## src/rtl/prewish_button_events.sv

```systemverilog
// prewish_button_events: polls the debouncer once per tick and turns the
// debounced level into SHORT/LONG/DOUBLE event bytes, with a reply timeout.
module prewish_button_events #(
  parameter int LONG_SAMPLES = 8,
  parameter int DBL_SAMPLES  = 3,
  parameter int TIMEOUT_CLKS = 255
) (
  input  logic       CLK_I,
  input  logic       RST_I,
  input  logic       i_tick,
  output logic       REQ_STB_O,
  output logic [7:0] REQ_DAT_O,
  input  logic       STS_STB_I,
  input  logic [7:0] STS_DAT_I,
  output logic       STB_O,
  output logic [7:0] DAT_O,
  output logic       o_alive
);
  localparam logic [5:0]  LONG_L = 6'(LONG_SAMPLES);
  localparam logic [5:0]  DBL_L  = 6'(DBL_SAMPLES);
  localparam logic [15:0] TO_L   = 16'(TIMEOUT_CLKS - 1);
  typedef enum logic {P_IDLE, P_WAIT} p_state_t;
  typedef enum logic [2:0] {E_IDLE, E_HELD, E_GAP, E_HELD2, E_LONG} e_state_t;
  p_state_t    p_q, p_d;
  e_state_t    e_q, e_d;
  logic        tick_q, tick_rise;
  logic [15:0] wcnt_q, wcnt_d;
  logic [5:0]  dur_q, dur_d, gap_q, gap_d, nd, ng;
  logic        req_q, req_d, stb_q, stb_d, alive_q, alive_d, pressed;
  logic [7:0]  dat_q, dat_d;
  assign tick_rise = i_tick & ~tick_q;
  assign pressed   = STS_DAT_I[0];
  assign nd        = (dur_q == 6'd63) ? dur_q : dur_q + 6'd1;
  assign ng        = gap_q + 6'd1;
  // dur holds the first-press length until E_GAP leaves, then the second-press length
  always_comb begin
    p_d = p_q;
    e_d = e_q;
    wcnt_d = wcnt_q;
    dur_d = dur_q;
    gap_d = gap_q;
    req_d = 1'b0;
    stb_d = 1'b0;
    dat_d = dat_q;
    alive_d = alive_q;
    if (p_q == P_IDLE) begin
      if (tick_rise) begin
        req_d = 1'b1;
        p_d = P_WAIT;
        wcnt_d = '0;
      end
    end else if (STS_STB_I) begin
      alive_d = ~alive_q;
      p_d = P_IDLE;
      case (e_q)
        E_IDLE: if (pressed) begin
          e_d = E_HELD;
          dur_d = 6'd1;
        end
        E_HELD: if (pressed) begin
          dur_d = nd;
          if (nd == LONG_L) begin
            stb_d = 1'b1;
            dat_d = {2'b10, nd};
            e_d = E_LONG;
          end
        end else if (DBL_L == 6'd1) begin
          stb_d = 1'b1;
          dat_d = {2'b01, dur_q};
          e_d = E_IDLE;
        end else begin
          e_d = E_GAP;
          gap_d = 6'd1;
        end
        E_GAP: if (pressed) begin
          e_d = E_HELD2;
          dur_d = 6'd1;
        end else begin
          gap_d = ng;
          if (ng == DBL_L) begin
            stb_d = 1'b1;
            dat_d = {2'b01, dur_q};
            e_d = E_IDLE;
          end
        end
        E_HELD2: if (pressed) dur_d = nd;
        else begin
          stb_d = 1'b1;
          dat_d = {2'b11, dur_q};
          e_d = E_IDLE;
        end
        E_LONG: if (!pressed) e_d = E_IDLE;
        default: e_d = E_IDLE;
      endcase
    end else if (wcnt_q == TO_L) begin
      stb_d = 1'b1;
      dat_d = 8'h3F;
      p_d = P_IDLE;
    end else begin
      wcnt_d = wcnt_q + 16'd1;
    end
  end
  always_ff @(posedge CLK_I or negedge RST_I) begin
    if (!RST_I) begin
      p_q <= P_IDLE;
      e_q <= E_IDLE;
      tick_q <= 1'b1;
      wcnt_q <= '0;
      dur_q <= '0;
      gap_q <= '0;
      req_q <= 1'b0;
      stb_q <= 1'b0;
      dat_q <= '0;
      alive_q <= 1'b0;
    end else begin
      p_q <= p_d;
      e_q <= e_d;
      tick_q <= i_tick;
      wcnt_q <= wcnt_d;
      dur_q <= dur_d;
      gap_q <= gap_d;
      req_q <= req_d;
      stb_q <= stb_d;
      dat_q <= dat_d;
      alive_q <= alive_d;
    end
  end
  assign REQ_STB_O = req_q;
  assign REQ_DAT_O = 8'h00;
  assign STB_O     = stb_q;
  assign DAT_O     = dat_q;
  assign o_alive   = alive_q;
endmodule

```

## config.mk

```make
export PLATFORM = sky130hd
export DESIGN_NAME = prewish_button_events
export DESIGN_NICKNAME = d
export VERILOG_FILES = /design/src/rtl/prewish_button_events.sv
export SDC_FILE = /design/constraint.sdc
export NUM_CORES = 1
export LEC_CHECK = 0
export ABC_AREA = 0
export CORE_MARGIN = 2
export CORE_UTILIZATION = 40
export DETAILED_ROUTE_END_ITERATION = 7
export PLACE_DENSITY = 0.68
export SLEW_MARGIN = 10
export SYNTH_ARGS = -nofsm -noshare
export SYNTH_HDL_FRONTEND = slang
export SYNTH_SLANG_ARGS = --single-unit
```

## constraint.sdc

```tcl
create_clock -name CLK_I -period 2.5 [get_ports CLK_I]
set_clock_uncertainty 0.15 [all_clocks]
set_input_delay 0.75 -clock CLK_I [delete_from_list [all_inputs] [get_ports CLK_I]]
set_output_delay 0.75 -clock CLK_I [all_outputs]
set_load 0.005 [all_outputs]
```

Word level (Yosys, flattened, before mapping)

Cells that the tools add are included.

Bits in registers: 44
Input port bits: 12
Output and inout bits: 19
Word-level logic and storage cells: 94

Add/sub/neg operators: 3
Eq/ne operators: 24
Mux-type cells: 40
Bitwise gates (word level): 3
Reductions and logical operators: 14

Operator list:

| operator                | count |
|---|---|
| $mux W16                | 4 |
| $mux W8                 | 7 |
| $mux W6                 | 5 |
| $pmux W6 S2             | 2 |
| $pmux W8 S3             | 1 |
| $ne A3 B3 Y1 const B    | 7 |
| $mux W3                 | 6 |
| $add A16 B1 Y16 const B | 1 |
| $eq A16 B8 Y1 const B   | 1 |
| $mux W1                 | 13 |
| $add A6 B1 Y6 const B   | 2 |
| $ne A2 B2 Y1 const B    | 6 |
| $pmux W3 S4             | 1 |
| $reduce_and A5 Y1       | 2 |
| $reduce_and A8 Y1       | 1 |
| $reduce_bool A2 Y1      | 4 |
| $eq A3 B2 Y1 const B    | 2 |
| $eq A6 B2 Y1 const B    | 1 |
| $eq A6 B4 Y1 const B    | 1 |
| $eq A6 B6 Y1 const B    | 1 |
| $reduce_and A6 Y1       | 1 |
| $reduce_or A2 Y1        | 3 |
| $ne A2 B1 Y1 const B    | 2 |
| $ne A4 B1 Y1 const B    | 1 |
| other kinds (8)         | 9 |

Depth between registers and ports, before layout

Gate-level depths: netlist (run 1).

Depth after elaboration: 8
Depth in mapped cells: 9

Worst setup path after synthesis (run 1)

No wires, ideal clock.

Kind: register to register
Start: reg dur_q[0]
End: reg dat_q[1] (netlist: DAT_O[1])
Setup time: 0.126 ns
Arrival time: 1.976 ns
Data required time: 2.224 ns
Setup slack: 0.249 ns
Cell stages (with the launch flop): 9
Buffers on the path: 2
Clock period less this slack: 2.251 ns
Cells stage by stage: dfrtp_1 > ha_1 > and2_1 > clkbuf_1 > a32oi_1 > a21oi_2 > a32o_2 > buf_6 > o311a_1

Longest elaborated chain between the ends: 6
Elaborated cells between the ends (all ways): 10
Classes of those cells: add/sub (1); eq/ne (3); mux (5); reduce/logical (1)

RTL lines:

| element                                                   | line | RTL |
|---|---|---|
| start, declared                                           | 28   | `logic [5:0] dur_q, dur_d, gap_q, gap_d, nd, ng;` |
| start signal, assigned                                    | 120  | `dur_q <= dur_d;` |
| $add A6 B1 Y6 or $eq A6 B6 Y1 (tied branches)             | 33   | `assign nd = (dur_q == 6'd63) ? dur_q : dur_q + 6'd1;` |
| $mux W6 (*)                                               | 33   |  |
| branches (longest 4 deep; another with $reduce_and A8 Y1) | n/a  |  |
| end signal, assigned                                      | 124  | `dat_q <= dat_d;` |
| end, declared                                             | 30   | `logic [7:0] dat_q, dat_d;` |

Every way passes the cells marked *. The select of a mux whose other input is x is not followed.
A chain may end at the register's enable or synchronous reset.

Worst setup path after layout (run 1)

Start: reg dur_q[0]
End: reg dat_q[6] (netlist: DAT_O[6])

Longest elaborated chain between the ends: 5
Elaborated cells between the ends (all ways): 6
Classes of those cells: add/sub (1); eq/ne (3); mux (1); reduce/logical (1)

RTL lines:

| element                                       | line | RTL |
|---|---|---|
| $add A6 B1 Y6 or $eq A6 B6 Y1 (tied branches) | 33   |  |
| $mux W6 (*)                                   | 33   |  |
| $eq A6 B4 Y1 (*)                              | 62   | `if (nd == LONG_L) begin` |
| $ne A3 B3 Y1 (no line) (*)                    | n/a  |  |
| $reduce_and A8 Y1 (no line) (*)               | n/a  |  |

Every way passes the cells marked *; elsewhere a longest branch is shown, timed or not.

==> results of run 1 <==
[worst paths after layout]
kind                                       from                   end  slack [ns]  cells past startpoint
max in group asynchronous                 RST_I    e_q[0]$_DFFE_PN0P_        1.29                      2
min                                       RST_I       STB_O$_DFF_PN0_        0.30                      1
min in group CLK_I          o_alive$_DFFE_PN0P_   o_alive$_DFFE_PN0P_        0.32                      1
min reg2reg                 o_alive$_DFFE_PN0P_   o_alive$_DFFE_PN0P_        0.32                      1
max reg2reg                dur_q[0]$_DFFE_PN0P_  DAT_O[6]$_DFFE_PN0P_        0.09                      6
max                        dur_q[0]$_DFFE_PN0P_  DAT_O[6]$_DFFE_PN0P_        0.09                      6
[state kept, by name, summed over array words and instances, names as in the netlist]
signal / count
DAT_O: 8
REQ_STB_O: 1
STB_O: 1
dur_q: 6
e_q: 3
gap_q: 6
o_alive: 1
p_q: 1
tick_q: 1
wcnt_q: 16
[area by class of cell]
type	count	area, sq um
clock buffers	6	82.6
flip-flops and latches	44	1100
well taps	75	93.8
inverters	15	56.3
multi-input cells	204	1260
repair buffers	38	318
fillers	570	3110
clock inverters	2	10.0
[kinds of logic (layout without fill, tap and decap cells)]
group                      after synthesis  count (layout)  share of synthesized area (%)
AOI/OAI and AO/OA                       66              66                           18.0
buffers and inverters                   37              61                           7.58
xor gates and xnor gates                18              18                           6.25
adders and majority gates                5               5                           2.48
muxes                                    4               4                           1.59
other                                    1               8                          0.149
and+or+nand+nor                        103             103                           20.2
DFF                                     44              44                           43.7
[critical path, delay by kind of cell, from the launching register on]
kind | cells | cell delay (ns)
flip-flops | 1 | 0.39
AO/OA/AOI/OAI | 4 | 0.88
adder cells (fa/ha/maj) | 1 | 0.33
AND/OR/NAND/NOR | 1 | 0.54
[power groups by stage]
stage	clock network (mW)	registers [mW]	logic [mW]
6_report	0.470	0.953	0.658
5_1_grt	0.518	0.974	0.737
4_1_cts	0.488	0.954	0.664
3_5_place_dp	0	0.968	0.659
3_3_place_gp	0	0.963	0.644
2_1_floorplan	0	0.952	0.379
[layer usage]
layer | wire (microns) | track usage, % | part of all wire, %
met1 | 2460 | 19.8 | 48
met2 | 2470 | 25.8 | 48
met3 | 171 | 2.78 | 3.3
met4 | 58 | 5.13 | 1.1
met5 | 0 | 0 | 0
[placed cells by master (no fill, tap or decap), types with 2 or more instances in the layout]
master / instances
dfrtp_1: 43
nand2_1: 24
nor2_1: 24
buf_4: 23
o21ai_0: 18
nand3_1: 15
xnor2_1: 15
a21oi_1: 14
clkdlybuf4s50_1: 14
inv_1: 13
conb_1: 8
nor3_1: 7
nand4_1: 6
clkbuf_8: 6
nand2b_1: 5
or2_2: 5
o311a_1: 5
ha_1: 5
mux2i_1: 4
a31oi_1: 4
and2_1: 3
and3_1: 3
a211oi_1: 3
xor2_1: 3
nor2b_1: 2
nor4_1: 2
and4_1: 2
a21oi_2: 2
o31ai_1: 2
a22o_1: 2
a21o_1: 2
or3_1: 2
clkinv_2: 2
[through the flow]
stage          area [sq um]  hold WS, ns  util (%)  worst slack [ns]
4_1_cts                2920        0.316      48.4             0.103
3_5_place_dp           2830        0.317      46.9            -0.176
6_report               2920        0.298      48.4            0.0939
5_1_grt                2920        0.347      48.4            0.0234
3_3_place_gp           2830        0.318      46.9            -0.159
2_1_floorplan          2550        0.304         -             0.249
==> out/results.ini, run 1 <==
[worst_setup_path]
start_kind = flip-flop
path_cells = ha_1 -> or4_1 -> a21oi_2 -> a32o_2 -> o21ai_2 -> a32o_1
worstPathMaxFanout = 12
critPathMaxStageDelay_ns = 0.54
cp-end-kind = flip-flop
critPathRequiredTime_ns = 2.54
critPathSlowestCell = or4_1
crit_type = reg -> reg
critical_path_arrival_ns = 2.45

[route]
via_count = 2031
drc = 0
vias_per_cell = 5.29
ant_nets = 0
first_pass_iters = 4
drtIter0Drc = 74
totalWireLength_microns = 5160
wl_per_cell_microns = 13.4

[cts]
postCtsSetupBuffers = 0
htreeDepth = 2
cts_tree = built
cts_buffers = 5
clockBufferDepth = 2
cts_sinks = 44
cts-root-buf = clkbuf_8
insertion_delay_ns = 0.30
clkTransAtPathRegs_ns = 0.09
hold_buffers = 0
cts_resized = 0

[yosys]
netlist_area_sq_um = 2520
ys.flop_type = dfrtp_1
syn_avg_cell_area_sq_um = 9.08
synth_warnings = 0
synth.most_common_cell = dfrtp_1
synth_top_area_share_pct = 42.6
syn_inst = 278
ys_ff_latch = 44
synth_edf_count = 0
synth_top_area_cell = dfrtp_1
seq_area_frac_synth_pct = 43.7
synth.area.top_cells = dfrtp_1 43%, xnor2_1 5.2%, o21ai_0 3.6%
async_flop_share_pct = 100
yosys-top-cells-count = 43 x dfrtp_1, 24 x nand2_1, 24 x nor2_1
synth_cell_types = 53

[floorplan]
ios = 31
rows = 28
die_w_microns = 83.4
initial_core_util_pct = 41.9
fp.dieArea_sq_um = 6960
die_y_microns = 83.4
coreArea_sq_um = 6030

[power_and_ir_drop]
combPwrFrac_pct = 31.6
internal-power_mw = 1.41
max-vdd-ir-drop_mv = 0.328
p_leak_nw = 1.29
switchingPower_mw = 0.674
clock_power_share_pct = 22.6
p_sw_share_pct = 32.4
power.total_mw = 2.08
p_seq_share_pct = 45.8
power_density_nw_per_um2 = 713

[timing]
maxSlewViolCount = 0
setup_tns_ns = 0
slew_headroom_pct = 59.8
timing.final.crit_share_pct = 96.2
rsz0062_at_grt = no
finalHoldViolations = 0
fmax_mhz = 416
setup_viol = 0
tightestPinTransition_ns = 0.603
fin_crit_ns = 2.41

[finish]
area_growth_syn_to_layout_pct = 15.7
drive_above_1_share_pct = 15.2
final_net_count = 325
antenna_cells = 0
final_cell_count_no_fill = 384

[global_routing]
grt_pass1_wl_microns = 8880
grt_usage_pct = 15.3
grt_overflow_total = 0
grt_pass1_vias = 1914
antenna_found_initial = 0
grt_max_degree = 29

[run_status]
status = complete, no violations

[place]
port_buffers = 15
dp_cells = 376
gp_congestion = 0.850
dp_hpwl_microns = 3740

[hold_path]
worstHoldPathType = in -> async

[flow_run]
drv_cap = 0

Note: power is estimated with default switching activity, not from simulation.
==> run 2, diff against run 1 <==
--- a/config.mk
+++ b/config.mk
@@ -6,10 +6,13 @@
 export NUM_CORES = 1
 export LEC_CHECK = 0
 export ABC_AREA = 0
+export CELL_PAD_IN_SITES_DETAIL_PLACEMENT = 0
+export CELL_PAD_IN_SITES_GLOBAL_PLACEMENT = 1
 export CORE_MARGIN = 2
-export CORE_UTILIZATION = 40
+export CORE_UTILIZATION = 42
 export DETAILED_ROUTE_END_ITERATION = 7
-export PLACE_DENSITY = 0.68
+export PLACE_DENSITY = 0.86
+export SETUP_SLACK_MARGIN = 0.2
 export SLEW_MARGIN = 10
 export SYNTH_ARGS = -nofsm -noshare
 export SYNTH_HDL_FRONTEND = slang
==> out/results.ini, run 2 (synthesis results as in run 1) <==
[floorplan]
ios = 31  ; unchanged
initial_core_util_pct = 43.1  ; was 41.9%
die_y_microns = 81.5  ; was 83.4 microns
rows = 28  ; unchanged
coreArea_sq_um = 5850  ; was 6030 sq um
die_w_microns = 81.5  ; was 83.4 microns
fp.dieArea_sq_um = 6640  ; was 6960 sq um

[route]
drtIter0Drc = 121  ; was 74
drc = 0  ; unchanged
via_count = 2100  ; was 2031
vias_per_cell = 5.40  ; was 5.29
wl_per_cell_microns = 13.9  ; was 13.4 microns
totalWireLength_microns = 5410  ; was 5160 microns
ant_nets = 0  ; unchanged
first_pass_iters = 4  ; unchanged

[finish]
design_area_sq_um = 3090  ; was 2920 sq um
final_common_cell = dfrtp_1  ; unchanged
top_register = wcnt_q  ; unchanged
area_growth_syn_to_layout_pct = 22.3  ; was 15.7%
final_net_count = 330  ; was 325
final_cell_count_no_fill = 389  ; was 384
final_cell_mix = 43 x dfrtp_1, 25 x buf_4, 24 x nor2_1  ; was 43 x dfrtp_1, 24 x nand2_1, 24 x nor2_1
largest_register_ffs = 16  ; unchanged
fin_util_pct = 52.8  ; was 48.4%
antenna_cells = 0  ; unchanged
drive_above_1_share_pct = 19.7  ; was 15.2%

[worst_setup_path]
critPathRequiredTime_ns = 2.54  ; about the same
crit_type = reg -> reg  ; unchanged
start_kind = flip-flop  ; unchanged
critPathMaxStageDelay_ns = 0.55  ; was 0.54 ns
critPathSlowestCell = or4_4  ; was or4_1
critical_path_arrival_ns = 2.30  ; was 2.45 ns
worstPathMaxFanout = 5  ; was 12
cp-end-kind = flip-flop  ; unchanged
path_cells = ha_2 -> or4_4 -> a21oi_4 -> a32o_2 -> o21ai_2 -> a32o_1  ; was ha_1 -> or4_1 -> a21oi_2 -> a32o_2 -> o21ai_2 -> a32o_1

[place]
dp_hpwl_microns = 3670  ; was 3740 microns
port_buffers = 15  ; unchanged
dp_cells = 376  ; unchanged
dp_slack_ns = -0.148  ; was -0.176 ns
gp_congestion = 0.799  ; was 0.850
placed_area_sq_um = 2830  ; unchanged

[flow_run]
drv_cap = 0  ; unchanged

[global_routing]
grt_pass1_wl_microns = 9360  ; was 8880 microns
antenna_found_initial = 0  ; unchanged
grt_max_degree = 45  ; was 29
grt_usage_pct = 18.2  ; was 15.3%
grt_overflow_total = 0  ; unchanged
grt_pass1_vias = 2029  ; was 1914

[hold_path]
worstHoldPathType = reg -> reg  ; was in -> async

[cts]
cts_buffers = 5  ; unchanged
clockBufferDepth = 2  ; unchanged
cts-root-buf = clkbuf_8  ; unchanged
clkTransAtPathRegs_ns = 0.08  ; was 0.09 ns
insertion_delay_ns = 0.30  ; about the same
htreeDepth = 2  ; unchanged
hold_buffers = 0  ; unchanged
cts_tree = built  ; unchanged
cts_sinks = 44  ; unchanged

[timing]
slew_headroom_pct = 62.8  ; was 59.8%
fmax_mhz = 444  ; was 416 MHz
setup_tns_ns = 0  ; unchanged
fin_crit_ns = 2.25  ; was 2.41 ns
finalHoldViolations = 0  ; unchanged
setup_viol = 0  ; unchanged
fin_hold_ws_ns = 0.331  ; was 0.298 ns
rsz0062_at_grt = no  ; unchanged
tightestPinTransition_ns = 0.558  ; was 0.603 ns
timing.final.crit_share_pct = 90.1  ; was 96.2%
fin_ws_ns = 0.247  ; was 0.0939 ns
maxSlewViolCount = 0  ; unchanged

[power_and_ir_drop]
p_leak_nw = 1.35  ; was 1.29 nW
clock_power_share_pct = 26.1  ; was 22.6%
internal-power_mw = 1.58  ; was 1.41 mW
switchingPower_mw = 0.702  ; was 0.674 mW
p_seq_share_pct = 42.1  ; was 45.8%
power.total_mw = 2.28  ; was 2.08 mW
max-vdd-ir-drop_mv = 0.310  ; was 0.328 mV
power_density_nw_per_um2 = 739  ; was 713 nW/um^2
combPwrFrac_pct = 31.8  ; was 31.6%
p_sw_share_pct = 30.7  ; was 32.4%

[run_status]
status = complete, no violations  ; unchanged

==> run 2: cell count changes in the layout (fill, tap and decap cells not counted), sizes merged <==
| cell | change |
|---|---|
| dlymetal6s2s | +2 |
| buf | +3 |
| clkinv | -2 |
| bufinv | +1 |
| clkdlybuf4s15 | +1 |
| a32o | +1 |
| clkbuf | +1 |
| clkdlybuf4s50 | -2 |
==> run 2: area by class of cell <==
type	count	area, sq um
Tap cell	75	93.8
Fill cell	555	2760
Clock inverter	1	30.0
Clock buffer	7	96.3
Inverter	15	56.3
Multi-Input combinational cell	205	1340
Sequential cell	44	1100
Timing Repair Buffer	42	364
==> run 2: final timing paths <==
kind | start | end | slack, ns | cells after the start
min in group asynchronous | RST_I | gap_q[2]$_DFFE_PN0P_ | 0.36 | 2
hold / removal | o_alive$_DFFE_PN0P_ | o_alive$_DFFE_PN0P_ | 0.33 | 1
max in group asynchronous | RST_I | wcnt_q[7]$_DFFE_PN0P_ | 1.44 | 2
hold reg to reg | o_alive$_DFFE_PN0P_ | o_alive$_DFFE_PN0P_ | 0.33 | 1
setup reg to reg | dur_q[0]$_DFFE_PN0P_ | DAT_O[6]$_DFFE_PN0P_ | 0.25 | 6
setup / recovery | dur_q[0]$_DFFE_PN0P_ | DAT_O[6]$_DFFE_PN0P_ | 0.25 | 6
==> run 2: timing repair <==
action | CTS | global route
cloned | 1 | 1
endpoints found under the setup margin | 10 | 24
gates resized for setup | 5 | 14
pin swaps | 1 | 3
setup buffers | 2 | 1
==> run 2: worst max-delay path: cells and delay by family (launching register included) <==
kind,cells,cell delay (ns)
flops,1,0.40
fa+ha+maj,1,0.30
simple gates,1,0.55
compound gates,4,0.76
==> run 2: layer usage <==
| layer | vias to the layer above | wire [microns] | track usage (%) |
|---|---|---|---|
| li1 | 1039 | - | - |
| met1 | 1009 | 2370 | 23.8 |
| met2 | 45 | 2770 | 30.0 |
| met3 | 7 | 223 | 3.63 |
| met4 | 0 | 53 | 5.93 |
| met5 | - | 0 | 0 |
==> run 2: power groups by stage <==
stage / Combinational, mW / Sequential (mW) / Clock [mW]
after floorplan: 0.379 / 0.952 / 0
after CTS: 0.700 / 0.955 / 0.616
after detailed placement: 0.655 / 0.969 / 0
after global placement: 0.644 / 0.963 / 0
final: 0.726 / 0.962 / 0.595
after global routing: 0.814 / 0.982 / 0.648
==> run 3, diff against run 2 <==
--- a/config.mk
+++ b/config.mk
@@ -9,9 +9,9 @@
 export CELL_PAD_IN_SITES_DETAIL_PLACEMENT = 0
 export CELL_PAD_IN_SITES_GLOBAL_PLACEMENT = 1
 export CORE_MARGIN = 2
-export CORE_UTILIZATION = 42
+export CORE_UTILIZATION = 38
 export DETAILED_ROUTE_END_ITERATION = 7
-export PLACE_DENSITY = 0.86
+export PLACE_DENSITY = 0.82
 export SETUP_SLACK_MARGIN = 0.2
 export SLEW_MARGIN = 10
 export SYNTH_ARGS = -nofsm -noshare
==> constraint.sdc (replaced) <==
create_clock -name CLK_I -period 2.05 [get_ports CLK_I]
set_clock_uncertainty 0.15 [all_clocks]
set_input_delay 0.615 -clock CLK_I [delete_from_list [all_inputs] [get_ports CLK_I]]
set_output_delay 0.615 -clock CLK_I [all_outputs]
set_load 0.005 [all_outputs]
==> out/results.ini, run 3 (synthesis results as in run 1) <==
[worst_setup_path]
critPathMaxStageDelay_ns = 0.54  ; was 0.55 ns
reg2reg_slack_ns = -0.13  ; was 0.25 ns
critPathSlowestCell = or4_4  ; unchanged
critPathRequiredTime_ns = 2.08  ; was 2.54 ns
startpoint = dur_q[0]$_DFFE_PN0P_  ; unchanged
start_kind = flip-flop  ; unchanged
critical_path_arrival_ns = 2.21  ; was 2.30 ns
cp-end-kind = flip-flop  ; unchanged
path_cells = buf_6 -> nand2_2 -> or4_4 -> a21oi_4 -> a32o_2 -> buf_6 -> nand4_1 -> o311a_1  ; was ha_2 -> or4_4 -> a21oi_4 -> a32o_2 -> o21ai_2 -> a32o_1
r2r_cells = 8  ; was 6
path_delay_family = simple AND/OR/NAND/NOR gates  ; was compound AO/OA/AOI/OAI gates
r2r-end = DAT_O[4]$_DFFE_PN0P_  ; was DAT_O[6]$_DFFE_PN0P_
r2r-start = dur_q[0]$_DFFE_PN0P_  ; unchanged
cpMostUsedCell = buf_6
crit_type = reg -> reg  ; unchanged
worstPathMaxFanout = 6  ; was 5
path_buf_inv = 2  ; was 0

[place]
port_buffers = 15  ; unchanged
dp_slack_ns = -0.493  ; was -0.148 ns
gp_congestion = 0.842  ; was 0.799
dp_hpwl_microns = 4140  ; was 3670 microns

[route]
first_pass_iters = 4  ; unchanged
drc = 0  ; unchanged
ant_nets = 0  ; unchanged
via_count = 2366  ; was 2100
wl_per_cell_microns = 15.0  ; was 13.9 microns
totalWireLength_microns = 6690  ; was 5410 microns
drtIter0Drc = 97  ; was 121
vias_per_cell = 5.32  ; was 5.40

[power_and_ir_drop]
power_density_nw_per_um2 = 790  ; was 739 nW/um^2
combPwrFrac_pct = 44.2  ; was 31.8%
internal-power_mw = 1.99  ; was 1.58 mW
switchingPower_mw = 1.04  ; was 0.702 mW
p_seq_share_pct = 37.4  ; was 42.1%
p_sw_share_pct = 34.3  ; was 30.7%
p_leak_nw = 1.72  ; was 1.35 nW
clock_power_share_pct = 18.4  ; was 26.1%
max-vdd-ir-drop_mv = 0.402  ; was 0.310 mV

[finish]
final_net_count = 384  ; was 330
antenna_cells = 0  ; unchanged
final_cell_mix = 68 x buf_4, 40 x dfrtp_1, 20 x nand2_1, 20 x nor2_1  ; was 43 x dfrtp_1, 25 x buf_4, 24 x nor2_1
top_register = wcnt_q  ; unchanged
largest_register_ffs = 16  ; unchanged
drive_above_1_share_pct = 45.9  ; was 19.7%
fin_util_pct = 60.0  ; was 52.8%
final_common_cell = buf_4  ; was dfrtp_1
area_growth_syn_to_layout_pct = 51.9  ; was 22.3%

[timing]
fin_ws_ns = -0.129  ; was 0.247 ns
timing.final.crit_share_pct = 106  ; was 90.1%
finalHoldViolations = 0  ; unchanged
setup_viol = 9  ; was 0
fin_crit_ns = 2.18  ; was 2.25 ns
slew_headroom_pct = 66.6  ; was 62.8%
fin_hold_ws_ns = 0.104  ; was 0.331 ns
maxSlewViolCount = 0  ; unchanged
rsz0062_at_grt = yes  ; was no
setup_tns_ns = -0.653  ; was 0 ns
tightestPinTransition_ns = 0.501  ; was 0.558 ns
fmax_mhz = 459  ; was 444 MHz

[floorplan]
fp.dieArea_sq_um = 7310  ; was 6640 sq um
die_w_microns = 85.5  ; was 81.5 microns
coreArea_sq_um = 6390  ; was 5850 sq um
die_y_microns = 85.5  ; was 81.5 microns
rows = 29  ; was 28
ios = 31  ; unchanged
initial_core_util_pct = 39.5  ; was 43.1%

[global_routing]
grt_max_degree = 21  ; was 45
grt_usage_pct = 19.5  ; was 18.2%
grt_overflow_total = 0  ; unchanged
antenna_found_initial = 0  ; unchanged
grt_pass1_vias = 2425  ; was 2029
grt_pass1_wl_microns = 11400  ; was 9360 microns

[cts]
cts_sinks = 44  ; unchanged
clockBufferDepth = 2  ; unchanged
clkTransAtPathRegs_ns = 0.10  ; was 0.08 ns
cts_tree = built  ; unchanged
cts_buffers = 5  ; unchanged
hold_buffers = 0  ; unchanged
insertion_delay_ns = 0.31  ; was 0.30 ns
cts-root-buf = clkbuf_8  ; unchanged
htreeDepth = 2  ; unchanged

[run_status]
status = complete, but fails checks  ; was complete, no violations
violations = negative setup slack

[flow_run]
drv_cap = 0  ; unchanged

[hold_path]
worstHoldPathType = in -> async  ; was reg -> reg

## run 3: cell count changes in the layout (fill, tap and decap cells not counted), sizes merged
cell           before  now
buf                27   83
clkdlybuf4s50      12    0
dlygate4sd2         0   12
dlymetal6s2s        2    0
bufinv              1    0
clkbuf              7    6
clkinv              1    2
clkinvlp            0    1
## run 3: layer usage
layer | GRT usage (%) | share of wire (%) | vias up
li1 | - | - | 1147
met2 | 35.7 | 55 | 29
met5 | 0 | 0 | -
met3 | 3.66 | 2.5 | 12
met4 | 4.62 | 1.6 | 0
met1 | 23.6 | 41 | 1178
## run 3: per-stage QoR
stage	std cells	total power [mW]	area [sq um]
after global routing	445	3.24	3830
after floorplan	285	1.67	2670
after detailed placement	407	2.17	3170
after global placement	407	2.15	3170
final	445	3.03	3830
after CTS	441	2.92	3630
## run 3: layout make-up
class,count,area (sq um)
clock buffer,6,72.6
inverter,15,61.3
sequential,44,1110
fill,522,2550
timing repair buffer,96,810
clock inverter,2,12.5
multi-input combinational,205,1680
tap,77,96.3
## run 3: how the worst max path moves through the flow
stage / endpoint / slack (ns) / cells after the start
5_1_grt: DAT_O[4]$_DFFE_PN0P_ / -0.22 / 8
2_1_floorplan: DAT_O[1]$_DFFE_PN0P_ / -0.09 / 8
6_report: DAT_O[4]$_DFFE_PN0P_ / -0.13 / 8
4_1_cts: DAT_O[4]$_DFFE_PN0P_ / -0.12 / 8
3_5_place_dp: wcnt_q[14]$_DFFE_PN0P_ / -0.49 / 6
3_3_place_gp: wcnt_q[12]$_DFFE_PN0P_ / -0.46 / 6
## run 3: repair_timing
item,4_1_cts,5_1_grt
pin swaps,35,30
gates cloned,1,0
setup buffers,25,4
hold endpoints to repair,0,0
gates resized for setup,66,38
endpoints found under the setup margin,50,31
## run 3: power by group through the flow
| stage | clock network (mW) | registers, mW | logic (mW) |
|---|---|---|---|
| global route | 0.602 | 1.16 | 1.47 |
| CTS | 0.570 | 1.12 | 1.23 |
| global placement | 0 | 1.14 | 1.01 |
| finish | 0.558 | 1.13 | 1.34 |
| detailed placement | 0 | 1.14 | 1.02 |
| floorplan | 0 | 1.17 | 0.498 |
